**config.mk**
```make
export PLATFORM = sky130hd
export DESIGN_NAME = decod_n_seq_flat
export DESIGN_NICKNAME = d
export VERILOG_FILES = /design/src/rtl/decod_n_seq_if.sv /design/src/rtl/decod_n_seq.sv /design/src/flat_wrapper.sv
export SDC_FILE = /design/constraint.sdc
export NUM_CORES = 1
export LEC_CHECK = 0
export BUFFER_PORTS_ARGS = -buffer_cell sky130_fd_sc_hd__buf_2
export CORE_MARGIN = 4
export CORE_UTILIZATION = 46
export DETAILED_ROUTE_END_ITERATION = 16
export PLACE_DENSITY = 0.83
export SYNTH_ARGS = -nofsm -noshare
export SYNTH_HDL_FRONTEND = slang
export SYNTH_SLANG_ARGS = --single-unit
```
**constraint.sdc**
```tcl
create_clock -name clk -period 3.3 [get_ports clk]
set_clock_uncertainty 0.2 [all_clocks]
set_input_delay 0.165 -clock clk [delete_from_list [all_inputs] [get_ports clk]]
set_output_delay 0.165 -clock clk [all_outputs]
set_load 0.1 [all_outputs]
```
**src/rtl/decod_n_seq_if.sv**
```systemverilog
// decod_n_seq_if
//   Bundles the request/response signals of the decod_n_seq decoder.
//   master: the requester. It drives en, in_valid, sel and scan_start,
//           and it sees in_ready, out, out_valid and busy.
//   slave : the decoder itself.
//   Parameter SEL_W (select width) must match the decoder's SEL_W.
//   OUT_W is always 1 << SEL_W.
interface decod_n_seq_if #(parameter int SEL_W = 3);
  localparam int OUT_W = 1 << SEL_W;

  logic             en;
  logic             in_valid;
  logic             in_ready;
  logic [SEL_W-1:0] sel;
  logic             scan_start;
  logic [OUT_W-1:0] out;
  logic             out_valid;
  logic             busy;

  modport master (
    output en, in_valid, sel, scan_start,
    input  in_ready, out, out_valid, busy
  );

  modport slave (
    input  en, in_valid, sel, scan_start,
    output in_ready, out, out_valid, busy
  );
endinterface

```
**src/rtl/decod_n_seq.sv**
```systemverilog
// decod_n_seq
//   Registered SEL_W-to-2^SEL_W one-hot decoder with a valid/ready input
//   handshake and a self-timed SCAN mode. SCAN sweeps the hot bit once across
//   all outputs, holding each output for DWELL cycles.
//
// Ports
//   clk   : single clock; all state changes on the rising edge
//   rst_n : asynchronous, active-low reset
//   bus   : decod_n_seq_if.slave, carrying these signals:
//     en         - block enable. Low clears the output and aborts SCAN.
//     in_valid   - sel is valid this cycle.
//     in_ready   - combinational: high when a select can be accepted.
//     sel        - binary select.
//     scan_start - one-cycle request to start a sweep.
//     out        - registered one-hot output.
//     out_valid  - out holds a decoded select (HOLD state).
//     busy       - high while a sweep is running.
//
// Parameters
//   SEL_W : select width, legal range 1..6
//   DWELL : cycles each output stays hot during SCAN, must be >= 1
//
// Configuration macro
//   DECOD_ACTIVE_LOW_EN : when defined, out is driven one-cold (bitwise
//                         inverse), so the idle value is all ones.
module decod_n_seq #(
  parameter int SEL_W = 3,
  parameter int DWELL = 4
) (
  input  logic         clk,
  input  logic         rst_n,
  decod_n_seq_if.slave bus
);
  localparam int OUT_W = 1 << SEL_W;
  localparam int CNT_W = (DWELL > 1) ? $clog2(DWELL) : 1;

  localparam logic [1:0] ST_IDLE = 2'd0;
  localparam logic [1:0] ST_HOLD = 2'd1;
  localparam logic [1:0] ST_SCAN = 2'd2;

  logic [1:0]       state;
  logic [CNT_W-1:0] cnt;
  logic [OUT_W-1:0] hot;
  logic             accept;

  // A scan request takes priority over a select in the same cycle. To make
  // that visible, in_ready is dropped while scan_start is high.
  assign bus.in_ready = bus.en && (state != ST_SCAN) && !bus.scan_start;
  assign accept       = bus.in_valid && bus.in_ready;

  // Main state register. The hot vector is kept active-high internally.
  // Once the last bit has dwelt its full time, the sweep ends in IDLE, so
  // bit 0 is never hot again.
  always_ff @(posedge clk or negedge rst_n) begin
    if (!rst_n) begin
      state <= ST_IDLE;
      cnt   <= '0;
      hot   <= '0;
    end else if (!bus.en) begin
      state <= ST_IDLE;
      cnt   <= '0;
      hot   <= '0;
    end else begin
      case (state)
        ST_IDLE, ST_HOLD: begin
          if (bus.scan_start) begin
            state <= ST_SCAN;
            cnt   <= '0;
            hot   <= OUT_W'(1);
          end else if (accept) begin
            state <= ST_HOLD;
            hot   <= OUT_W'(1) << bus.sel;
          end
        end
        ST_SCAN: begin
          if (cnt == CNT_W'(DWELL - 1)) begin
            cnt <= '0;
            if (hot[OUT_W-1]) begin
              state <= ST_IDLE;
              hot   <= '0;
            end else begin
              hot <= hot << 1;
            end
          end else begin
            cnt <= cnt + CNT_W'(1);
          end
        end
        default: begin
          state <= ST_IDLE;
          cnt   <= '0;
          hot   <= '0;
        end
      endcase
    end
  end

  assign bus.out_valid = (state == ST_HOLD);
  assign bus.busy      = (state == ST_SCAN);

`ifdef DECOD_ACTIVE_LOW_EN
  assign bus.out = ~hot;
`else
  assign bus.out = hot;
`endif
endmodule

```
**src/flat_wrapper.sv**
```systemverilog
// flat-port wrapper written by rule: the top's interface ports become plain ports
module decod_n_seq_flat 
#(
  parameter int SEL_W = 3,
  parameter int DWELL = 4
)
  (clk, rst_n, bus_en, bus_in_valid, bus_sel, bus_scan_start, bus_in_ready, bus_out, bus_out_valid, bus_busy);
  decod_n_seq_if #(.SEL_W(SEL_W)) bus_i ();
  input  logic clk;
  input  logic rst_n;
  input wire logic [$bits(bus_i.en)-1:0] bus_en;
  input wire logic [$bits(bus_i.in_valid)-1:0] bus_in_valid;
  input wire logic [$bits(bus_i.sel)-1:0] bus_sel;
  input wire logic [$bits(bus_i.scan_start)-1:0] bus_scan_start;
  output wire logic [$bits(bus_i.in_ready)-1:0] bus_in_ready;
  output wire logic [$bits(bus_i.out)-1:0] bus_out;
  output wire logic [$bits(bus_i.out_valid)-1:0] bus_out_valid;
  output wire logic [$bits(bus_i.busy)-1:0] bus_busy;
  assign bus_i.en = bus_en;
  assign bus_i.in_valid = bus_in_valid;
  assign bus_i.sel = bus_sel;
  assign bus_i.scan_start = bus_scan_start;
  assign bus_in_ready = bus_i.in_ready;
  assign bus_out = bus_i.out;
  assign bus_out_valid = bus_i.out_valid;
  assign bus_busy = bus_i.busy;
  decod_n_seq #(.SEL_W(SEL_W), .DWELL(DWELL)) u_core (.clk(clk), .rst_n(rst_n), .bus(bus_i));
endmodule
```
-- Yosys cells after proc, flatten, opt, wreduce, memory -nomap -nowiden
Cells that the tools add are included.
- bits in registers: 12
- bits of input ports: 8
- logic and storage cells: 37
- $add $sub $neg: 1
- eq/ne operators: 8
- shifts and indexed selects: 1
- multiplexer cells: 16
- reductions and logical operators: 8
- operator list (cell ; number):
    8-bit 2-to-1 mux ; 5
    2-bit 2-to-1 mux ; 8
    8-bit one-hot mux with 2 select lines ; 1
    2-bit one-hot mux with 2 select lines ; 2
    1-bit by 3-bit << shifter with 8-bit output (first input constant) ; 1
    3-bit by 2-bit inequality test with 1-bit output (second input constant) ; 2
    2-bit == test (second input constant) ; 2
    4-bit by 3-bit inequality test with 1-bit output (second input constant) ; 1
    1-bit logical AND ; 3
    3-bit inequality test (second input constant) ; 1
    3-bit AND reduction ; 1
    2-bit by 1-bit adder with 2-bit output (second input constant) ; 1
    2-bit by 1-bit == test with 1-bit output (second input constant) ; 1
    2-bit zero test ; 1
    2-bit inequality test (second input constant) ; 1
    2-bit AND reduction ; 1
    2-bit OR reduction ; 1
    1-bit zero test ; 1

-- Logic depth before layout (Yosys ltp)
Gate-level depths: netlist (run 1).
- depth after elaboration: 8
- gate-level depth with buffers: 4
- mapped depth without buffers: 4

-- Worst setup path before layout (run 1)
No wires, ideal clock.
- path type: register to output
- from: register u_core.state[1]
- to: output bus_in_ready
- data arrival time: 3.258 ns
- setup slack: -0.323 ns
- cell stages (with the launch flop): 4
- cells stage by stage: dfrtp_1 > buf_2 > and2b_1 > nor3_1
- word-level cells in the longest chain between the ends: 3
- ends and longest elaborated chain (element ; RTL line ; text):
    start: declaration ; decod_n_seq.sv:41 ; logic [1:0] state;
    start signal: assignment ; decod_n_seq.sv:56 ; state <= ST_IDLE;
    start signal: assignment ; decod_n_seq.sv:60 ; state <= ST_IDLE;
    start signal: assignment ; decod_n_seq.sv:67 ; state <= ST_SCAN;
    2-bit inequality test ; decod_n_seq.sv:48 ; assign bus.in_ready = bus.en && (state != ST_SCAN) && !bus.scan_start;
    1-bit logical AND (2 in a row) ; decod_n_seq.sv:48 ;
    end: declaration ; flat_wrapper.sv:15 ; output wire logic [$bits(bus_i.in_ready)-1:0] bus_in_ready;
Every way passes these cells.

-- Worst setup path after layout (run 1)
Ends and elaborated chain as after synthesis.

==> impl_results.md, run 1 <==
* Status: finished, final reports clean
* Vias in the first global route at 535
* Max clock buf depth at 2
* Pwr Density at 455 nW/um^2
* Final Cycle Share at 59.4%
* Top delay family on crit path: flip-flops
* Synthesis Warnings at 0
* Root buffer cell: clkbuf_4
* Largest net degree at the start of global routing at 14
* Post-DR vias/cell at 6.03
* Die Y at 45.6 um
* Final min period at 1.96 ns
* Via count at 573
* Slowest stage delay, CP at 0.52 ns
* I/O pin count at 19
* Synth unique cells at 23
* Die ar. at 2080 sq um
* Max_cap viols at 0
* Initial antenna violation count at 0
* Final setup violation count at 0
* Design Area, Final at 805 sq um
* Worst setup EP type: primary output
* Crit path kind: flop to primary output
* Max-slew headroom at 67.8%
* Leak at 0.380 nW
* Cell Chain, Critical Path: and2b_1, nor3_2, buf_2
* Initial DRC count at 11
* Row count at 13
* Worst skew pair latency at 0.28 ns
* Max Clk Rate at 510 MHz
* Slew @ Worst Pin at 0.486 ns
* Nets at 90
* Number of port buffers at 18
* First-pass DRT Iterations at 4
* Final hold violations at 0
* Pwr Total at 0.366 mW
* DRC at 0
* Element type at the critical path start: flop
* Share of cells above drive strength 1 at 36.3%
* Flops & latches, synth at 12
* FILL cells at 111
* Syn_nets at 67
* Synth area leaders: dfrtp_1 (46%), o2bb2ai_1 (9.4%), a32oi_1 (5.4%), a22oi_1 (4.6%), nor2_1 (4.6%)
* Pins Over Slew Limit at 0
* CTS sink count at 12
* Min Hold Slack at 0.00234 ns
* Cell taking the most area after synthesis: dfrtp_1
* Worst hold path type: primary input to flop
* Worst setup margin at 1.34 ns
* DRT Wirelength at 1.45 mm
* Final non-filler cell total at 95
* Post-synthesis instance total at 58
* Worst path bufs/invs at 1
* Clock-pin slew on the worst setup and hold paths at 0.08 ns
* RSZ-0062 raised after global routing: false
* Post-Route Setup TNS at 0 ns
* Critical path required time at 2.93 ns
* GPL Wtd Cong at 0.780
* CTS tree: yes
* Area share of the leading cell type in the synthesized netlist at 46.2%
* Max VDD drop at 0.000248 V
* Sequential area share after synthesis at 46.2%
* Synth-to-Final Area Change at 23.9%
* CTS Buf Count at 3
* Post-CTS Setup Bufs at 0
* # diodes at 0
* R2R Setup Slk at 1.64 ns
* GRT overflow at 0
* Wire per inst at 15.3 um
* Setup slack at placement at 1.65 ns
* First-pass GRT wire length at 2.43 mm
* Total GRT Usage at 16.0%
* Critical Path Slowest Stage Cell: dfrtp_1
* Core Footprint at 1320 sq um
* Cell area after synthesis at 649 sq um
* Worst Path Max Fanout at 13
* Final HPWL DP at 1.09 mm
* Routed Antenna Nets at 0
* Htree depth at 1
* Mean post-synth cell area at 11.2 sq um
* Data arrival time of the critical path at 1.60 ns
* Post-Place Cell Area at 758 sq um
* Placed cells at 90
* Initial Utilization at 49.3%
* Horiz. Die Dim at 45.6 um
* Post-Route Utilization at 61.1%
==> path summary, 6_finish.rpt <==
kind	to	depth (start not counted)	from
min in group asynchronous	u_core.bus.out[2]	2	rst_n
min	u_core.state[0]	3	bus_in_valid
min reg2reg	u_core.bus.out[4]	1	u_core.bus.out[4]
max	bus_in_ready	3	u_core.state[1]
max reg2reg	u_core.bus.out[2]	3	u_core.state[1]
max in group asynchronous	u_core.bus.out[0]	2	rst_n
==> flip-flops by register name, indices dropped and copies added, names as in the netlist <==
| name | cells |
|---|---|
| u_core.state | 2 |
| u_core.bus.out | 8 |
| u_core.cnt | 2 |
==> timing repair <==
action,4_1_cts,5_1_grt
hold buffers,1,0
endpoints found under the setup margin,0,0
gates resized for setup,0,0
endpoints found under the hold margin,12,0
==> cell usage in the layout, fill, tap and decap left out, types with 2 or more instances in the layout <==
master / netlist / routed
mux2i_1: 2 / 2
a32oi_1: 4 / 4
nor2b_1: 2 / 2
nor3_2: 1 / 2
a22oi_1: 4 / 4
nor3b_2: 2 / 2
o2bb2ai_1: 7 / 7
clkbuf_4: 0 / 3
nor3_1: 3 / 2
buf_2: 1 / 18
nor2_1: 8 / 8
dfrtp_1: 12 / 12
==> kinds of logic after synthesis <==
| group | count (synthesis) | share of synthesized area (%) |
|---|---|---|
| and+or+nand+nor | 20 | 19.1 |
| DFF | 12 | 46.2 |
| adders and majority gates | 1 | 1.93 |
| buffers and inverters | 2 | 1.35 |
| muxes | 2 | 3.08 |
| AOI/OAI and AO/OA | 21 | 28.3 |
==> cells in the mapped netlist <==
master	count
o41ai_2	1
inv_1	1
o21ai_0	1
a32oi_1	4
nor3_1	3
a21oi_1	1
o21a_4	1
dfrtp_1	12
nor2b_1	2
o2bb2ai_1	7
and2b_4	1
o211ai_1	1
nand2b_1	1
nor2_1	8
a211o_1	1
a22oi_1	4
ha_1	1
mux2i_1	2
nor3b_2	2
nor3_2	1
and2b_1	1
nor3b_1	1
buf_2	1
==> routing by layer <==
metal,up-vias,global-route usage [%],wire (um)
li1,272,-,-
met1,279,21.7,651
met2,20,25.3,699
met3,2,4.35,92
met4,0,3.51,10
met5,-,0,0
==> power by group <==
part / internal (mW) / switching (mW) / leakage [nW] / total [mW]
clock: 0.0672 / 0.0535 / 0.0210 / 0.121
combinational: 0.0220 / 0.0644 / 0.195 / 0.0864
sequential: 0.152 / 0.00720 / 0.164 / 0.159
total: 0.241 / 0.125 / 0.380 / 0.366
==> final cells by class <==
type,count,area (sq um),area share [%]
Tap cell,15,18.8,2.33
Sequential cell,12,300,37.3
Clock buffer,4,36.3,4.51
Multi-Input combinational cell,44,345,42.9
Timing Repair Buffer,19,100,12.4
Inverter,1,3.75,0.467
==> tightest hold or removal path, delay by kind of cell <==
kind,cells,cell delay (ns)
buffers and inverters,1,0.10
AOI/OAI and AO/OA,1,0.09
and+or+nand+nor,1,0.09
(Power assumes the default switching activity.)
==> inputs of run 2 (changes only) <==
--- a/config.mk
+++ b/config.mk
@@ -6,10 +6,11 @@
 export NUM_CORES = 1
 export LEC_CHECK = 0
 export BUFFER_PORTS_ARGS = -buffer_cell sky130_fd_sc_hd__buf_2
+export CORE_ASPECT_RATIO = 0.9
 export CORE_MARGIN = 4
-export CORE_UTILIZATION = 46
+export CORE_UTILIZATION = 43
 export DETAILED_ROUTE_END_ITERATION = 16
-export PLACE_DENSITY = 0.83
+export PLACE_DENSITY = 0.82
 export SYNTH_ARGS = -nofsm -noshare
 export SYNTH_HDL_FRONTEND = slang
 export SYNTH_SLANG_ARGS = --single-unit
==> constraint.sdc (replaced) <==
create_clock -name clk -period 1.6 [get_ports clk]
set_clock_uncertainty 0.2 [all_clocks]
set_input_delay 0.08 -clock clk [delete_from_list [all_inputs] [get_ports clk]]
set_output_delay 0.08 -clock clk [all_outputs]
set_load 0.1 [all_outputs]
==> run 2 against run 1 <==
  * Highest routed layer unchanged
  * Die area up 5.8%
  * Largest cell class unchanged
  * Largest power group unchanged
  * Combinational power rose to 2.9 times the previous value
  * Critical path depth unchanged
  * Cell count up 13%
  * Register-to-register slack worse by 1.6 ns
  * Routed wire length up 26%
==> impl_results.md, run 2 (synthesized netlist as in run 1, its figures left out) <==
* Max VDD drop at 0.000527 V (+110%)
* Slowest stage delay, CP at 0.44 ns (-0.08 ns)
* Wire per inst at 17.1 um (+12%)
* Final hold violations at 0 (unchanged)
* Pins Over Slew Limit at 0 (unchanged)
* Die Y at 44.9 um (-1.5%)
* Core Footprint at 1430 sq um (+8.6%)
* Max FFs per register at 8 (unchanged)
* DRC at 0 (unchanged)
* Crit path kind: flop to primary output
* I/O pin count at 19 (unchanged)
* CTS tree: yes
* R2R Setup Slk at 0.05 ns (-1.59 ns)
* Root buffer cell: clkbuf_4
* Post-Route Utilization at 71.8% (+11 points)
* Max_cap viols at 0 (unchanged)
* Leak at 0.456 nW (+20%)
* Data arrival time of the critical path at 1.31 ns (-0.29 ns)
* First-pass GRT wire length at 2.88 mm (+18%)
* Horiz. Die Dim at 49.0 um (+7.4%)
* GRT overflow at 0 (unchanged)
* Initial antenna violation count at 0 (unchanged)
* Number of port buffers at 18 (unchanged)
* Reg-to-reg startpoint: u_core.state[0]
* Cell Chain, Critical Path: and2b_4, nor3_4, buf_12
* Element type at the critical path start: flop
* Max Clk Rate at 628 MHz
* Top delay family on crit path: flip-flops
* Met2 GRT Util at 27.9% (+2.5 points)
* Slew @ Worst Pin at 0.487 ns (+0.00175 ns)
* # diodes at 0 (unchanged)
* Status: finished, final reports clean
* Pwr Density at 799 nW/um^2 (+76%)
* Worst skew pair latency at 0.27 ns (about the same)
* Reg2Reg Depth at 4 (+1)
* Worst path bufs/invs at 1 (unchanged)
* CTS Buf Count at 3 (unchanged)
* FILL cells at 101 (-9.0%)
* RSZ-0062 raised after global routing: true
* Min Hold Slack at 0.00488 ns (+0.00254 ns)
* Htree depth at 1 (unchanged)
* Critical path required time at 1.32 ns (-1.61 ns)
* Max clock buf depth at 2 (unchanged)
* Final min period at 1.59 ns
* Die ar. at 2200 sq um (+5.8%)
* Row count at 13 (unchanged)
* First-pass DRT Iterations at 4 (unchanged)
* Worst reg2reg path endpoint: u_core.bus.out[2]
* Routed Antenna Nets at 0 (unchanged)
* Worst hold path type: primary input to asynchronous set/reset pin
* Nets at 102 (+13%)
* DRT Wirelength at 1.83 mm (+26%)
* Largest net degree at the start of global routing at 13 (-1)
* Total GRT Usage at 17.0% (+0.96 points)
* Via count at 648 (+13%)
* Vias in the first global route at 620 (+16%)
* Synth-to-Final Area Change at 58.2%
* Final Cycle Share at 99.6%
* Clock-pin slew on the worst setup and hold paths at 0.08 ns (about the same)
* Final HPWL DP at 1.07 mm (-1.3%)
* Met1 Usage GRT at 21.6% (-0.053 points)
* Initial DRC count at 19 (+8)
* Initial Utilization at 45.4% (-3.9 points)
* Post-DR vias/cell at 6.06 (+0.41%)
* Most common cell after layout, fill and taps aside: buf_2
* GPL Wtd Cong at 0.759 (-2.7%)
* Worst setup EP type: primary output
* Most frequent cells in the layout: buf_2 (14), dfrtp_1 (9), nor2_1 (8)
* Max-slew headroom at 67.7% (-0.12 points)
* Layer with the highest usage: met2
* Met3 usage at 4.62% (+0.27 points)
* Critical Path Slowest Stage Cell: dfrtp_2
* Worst Path Max Fanout at 4 (-9)
* Final setup violation count at 0 (unchanged)
* CTS sink count at 12 (unchanged)
* Share of cells above drive strength 1 at 52.2% (+16 points)
[run 2: worst max-delay path by stage]
stage / startpoint / to / slack, ns / cells after the start
2_1_floorplan: u_core.state[1] / bus_in_ready / -0.33 / 3
5_1_grt: u_core.state[1] / bus_in_ready / -0.02 / 3
6_report: u_core.state[1] / bus_in_ready / 0.007 / 3
3_3_place_gp: u_core.cnt[0] / u_core.bus.out[0] / 0.09 / 4
3_5_place_dp: u_core.cnt[0] / u_core.bus.out[6] / 0.09 / 4
4_1_cts: u_core.state[1] / bus_in_ready / 0.02 / 3
[run 2: timing repair]
item                                    in CTS  in global routing
endpoints found under the setup margin       1                  9
pin swaps                                    0                  1
gates resized for setup                      2                 12
hold buffers                                 6                  0
buffers inserted                             4                  2
hold endpoints to repair                    15                  0
[run 2: worst register-to-register path, delay by kind of cell (launching register included)]
family,cells,cell delay (ns)
AOI/OAI and AO/OA,2,0.53
DFF,1,0.43
buffers and inverters,1,0.17
and+or+nand+nor,1,0.15
[run 2: cell type report]
class / count / area [sq um] / area share [%]
multi-input combinational: 44 / 404 / 39.3
tap: 15 / 18.8 / 1.83
clock buffer: 4 / 36.3 / 3.53
inverter: 1 / 7.51 / 0.731
timing repair buffer: 31 / 256 / 25.0
sequential: 12 / 304 / 29.6
[run 2: layer usage]
layer | routed length [um] | part of all wire [%] | vias up
met5 | 0 | 0 | -
met4 | 30 | 1.6 | 0
met3 | 135 | 7.4 | 8
met2 | 867 | 47 | 35
met1 | 793 | 43 | 307
li1 | - | - | 298
[run 2: through the flow]
step | setup slack [ns] | instances | instance area, sq um | power (mW) | TNS, ns
5_1_grt | -0.0219 | 107 | 1030 | 0.850 | -0.0505
3_3_place_gp | 0.0863 | 91 | 823 | 0.532 | 0
6_report | 0.00703 | 107 | 1030 | 0.821 | 0
4_1_cts | 0.0167 | 105 | 952 | 0.796 | 0
2_1_floorplan | -0.329 | 58 | 673 | 0.473 | -0.348
3_5_place_dp | 0.0866 | 91 | 823 | 0.533 | 0
[run 2: where the power goes]
group	leakage, nW	switching (mW)	internal (mW)	total (mW)
logic	0.275	0.158	0.0928	0.251
clock network	0.0210	0.107	0.138	0.246
registers	0.159	0.0106	0.314	0.325
==> inputs of run 3 (changes only) <==
--- a/config.mk
+++ b/config.mk
@@ -5,10 +5,14 @@
 export SDC_FILE = /design/constraint.sdc
 export NUM_CORES = 1
 export LEC_CHECK = 0
+export ABC_CLOCK_PERIOD_IN_PS = 1600
 export BUFFER_PORTS_ARGS = -buffer_cell sky130_fd_sc_hd__buf_2
+export CAP_MARGIN = 20
+export CELL_PAD_IN_SITES_DETAIL_PLACEMENT = 2
+export CELL_PAD_IN_SITES_GLOBAL_PLACEMENT = 2
 export CORE_ASPECT_RATIO = 0.9
 export CORE_MARGIN = 4
-export CORE_UTILIZATION = 43
+export CORE_UTILIZATION = 27
 export DETAILED_ROUTE_END_ITERATION = 16
 export PLACE_DENSITY = 0.82
 export SYNTH_ARGS = -nofsm -noshare
==> run 3 against run 2 <==
  * Clock power decreased by 14%
  * Non-clock buffer count decreased by 1
  * Design area decreased by 1.6%
  * Critical endpoint is now u_core.bus.out[0]
  * Highest routed layer unchanged
  * Critical path type is now flop to flop
  * Power decreased by 3.8%
==> impl_results.md, run 3 (synthesized netlist as in run 1, its figures left out) <==
* Status: finished, final reports clean
* Post-Route Utilization at 45.1% (-27 points)
* Max_cap viols at 0 (unchanged)
* Min Hold Slack at 0.00191 ns (-0.00297 ns)
* DRC at 0 (unchanged)
* Nets at 101 (-0.98%)
* # diodes at 0 (unchanged)
* Synth-to-Final Area Change at 55.7%
* Max FFs per register at 8 (unchanged)
* Core Footprint at 2240 sq um (+57%)
* Element type at the critical path start: flop
* Cell Chain, Critical Path: buf_4, nor3b_4, o21a_4, o41ai_2
* Via count at 624 (-3.7%)
* Data arrival time of the critical path at 1.56 ns (+0.25 ns)
* Critical Path Slowest Stage Cell: dfrtp_2
* Worst setup EP type: flop
* Worst Path Max Fanout at 8 (+4)
* Design Area, Final at 1010 sq um (-1.6%)
* Pwr Density at 781 nW/um^2 (-2.3%)
* Die ar. at 3250 sq um (+48%)
* Crit path kind: flop to flop
* Slew @ Worst Pin at 0.510 ns (+0.0224 ns)
* Final min period at 1.58 ns (-0.0159 ns)
* Initial DRC count at 9 (-10)
* Row count at 16 (+3)
* RSZ-0062 raised after global routing: true
* Post-Place Cell Area at 846 sq um (+2.7%)
* Top delay family on crit path: compound AO/OA/AOI/OAI gates
* Horiz. Die Dim at 59.7 um (+22%)
* Stages on worst setup path at 4 (+1)
* Htree depth at 1 (unchanged)
* Clock-pin slew on the worst setup and hold paths at 0.09 ns (about the same)
* Critical path required time at 1.58 ns (+0.26 ns)
* Reg area at 304 sq um (unchanged)
* Wire per inst at 19.4 um (+14%)
* Total GRT Usage at 16.4% (-0.55 points)
* Number of port buffers at 18 (unchanged)
* Worst skew pair latency at 0.28 ns (about the same)
* Initial Utilization at 29.0% (-16 points)
* CTS sink count at 12 (unchanged)
* Final Cycle Share at 98.6% (-0.99 points)
* Final setup violation count at 0 (unchanged)
* Share of cells above drive strength 1 at 49.5% (-2.7 points)
* Root buffer cell: clkbuf_4
* CTS Buf Count at 3 (unchanged)
* Max clock buf depth at 2 (unchanged)
* Max Clk Rate at 634 MHz (+1.0%)
* Post-Route Setup TNS at 0 ns (unchanged)
* Max VDD drop at 0.000493 V (-6.4%)
* FILL cells at 257 (+150%)
* Final HPWL DP at 1.42 mm (+33%)
* Worst path bufs/invs at 1 (unchanged)
* DRT Wirelength at 2.29 mm (+25%)
* Routed Antenna Nets at 0 (unchanged)
* Post-DR vias/cell at 5.29 (-13%)
* GPL Wtd Cong at 0.764 (+0.71%)
* Leak at 0.439 nW (-3.7%)
* Area of the multi-input gates at 408 sq um (+0.93%)
* First-pass DRT Iterations at 4 (unchanged)
* Slowest stage delay, CP at 0.44 ns (about the same)
* First-pass GRT wire length at 3.78 mm (+31%)
* Initial antenna violation count at 0 (unchanged)
* Vias in the first global route at 708 (+14%)
* Most common cell after layout, fill and taps aside: buf_2
* Pins Over Slew Limit at 0 (unchanged)
* Final hold violations at 0 (unchanged)
* Reg2Reg Depth at 4 (unchanged)
* CTS tree: yes
* Largest net degree at the start of global routing at 13 (unchanged)
* GRT overflow at 0 (unchanged)
* Worst hold path type: primary input to asynchronous set/reset pin
* Most frequent cells in the layout: buf_2 (15), dfrtp_1 (9), nor2_1 (8), buf_4 (8), o2bb2ai_1 (6)
* I/O pin count at 19 (unchanged)
* Max-slew headroom at 66.2% (-1.5 points)
* Die Y at 54.5 um (+22%)
run 3: worst register-to-register path, stage by stage (launching register included):
cell     delay (ns)
dfrtp_2        0.44
buf_4          0.17
nor3b_4        0.16
o21a_4         0.24
o41ai_2        0.27
run 3: final timing paths:
| kind | startpoint | endpoint | slack [ns] |
|---|---|---|---|
| setup / recovery | u_core.state[1] | u_core.bus.out[0] | 0.02 |
| hold / removal | rst_n | u_core.bus.out[7] | 0.002 |
| setup reg to reg | u_core.state[1] | u_core.bus.out[0] | 0.02 |
| hold reg to reg | u_core.bus.out[6] | u_core.bus.out[6] | 0.32 |
| max in group asynchronous | rst_n | u_core.state[0] | 0.96 |
| min in group clk | bus_scan_start | u_core.state[1] | 0.01 |
run 3: final cells by class:
class	count	share of cell area, %
flip-flops and latches	12	30.1
well taps	27	3.34
clock buffers	4	2.60
multi-input cells	44	40.3
repair buffers	30	23.3
inverters	1	0.371
run 3: repair_timing:
action | CTS | global route
endpoints found under the setup margin | 4 | 10
gates resized for setup | 2 | 9
hold buffers | 4 | 0
pin swaps | 1 | 2
setup buffers | 5 | 1
endpoints found under the hold margin | 14 | 0
run 3: routing by layer:
metal,vias to the layer above,track usage [%],wire (um)
met5,-,0,0
met4,0,6.64,33
met3,5,3.07,64
met2,10,26.3,1110
met1,314,21.8,1080
li1,295,-,-
run 3: through the flow:
step                worst slack, ns  instances  total power [mW]
finish                       0.0229        118             0.790
global route                -0.0456        118             0.835
CTS                         0.00454        117             0.769
detailed placement         -0.00140        104             0.544
global placement             0.0901        104             0.539
floorplan                    -0.329         58             0.473
run 3: report_power, final:
group	leakage, nW	switching (mW)	internal, mW
sequential	0.159	0.0123	0.314
clock	0.0150	0.115	0.0969
combinational	0.264	0.161	0.0902
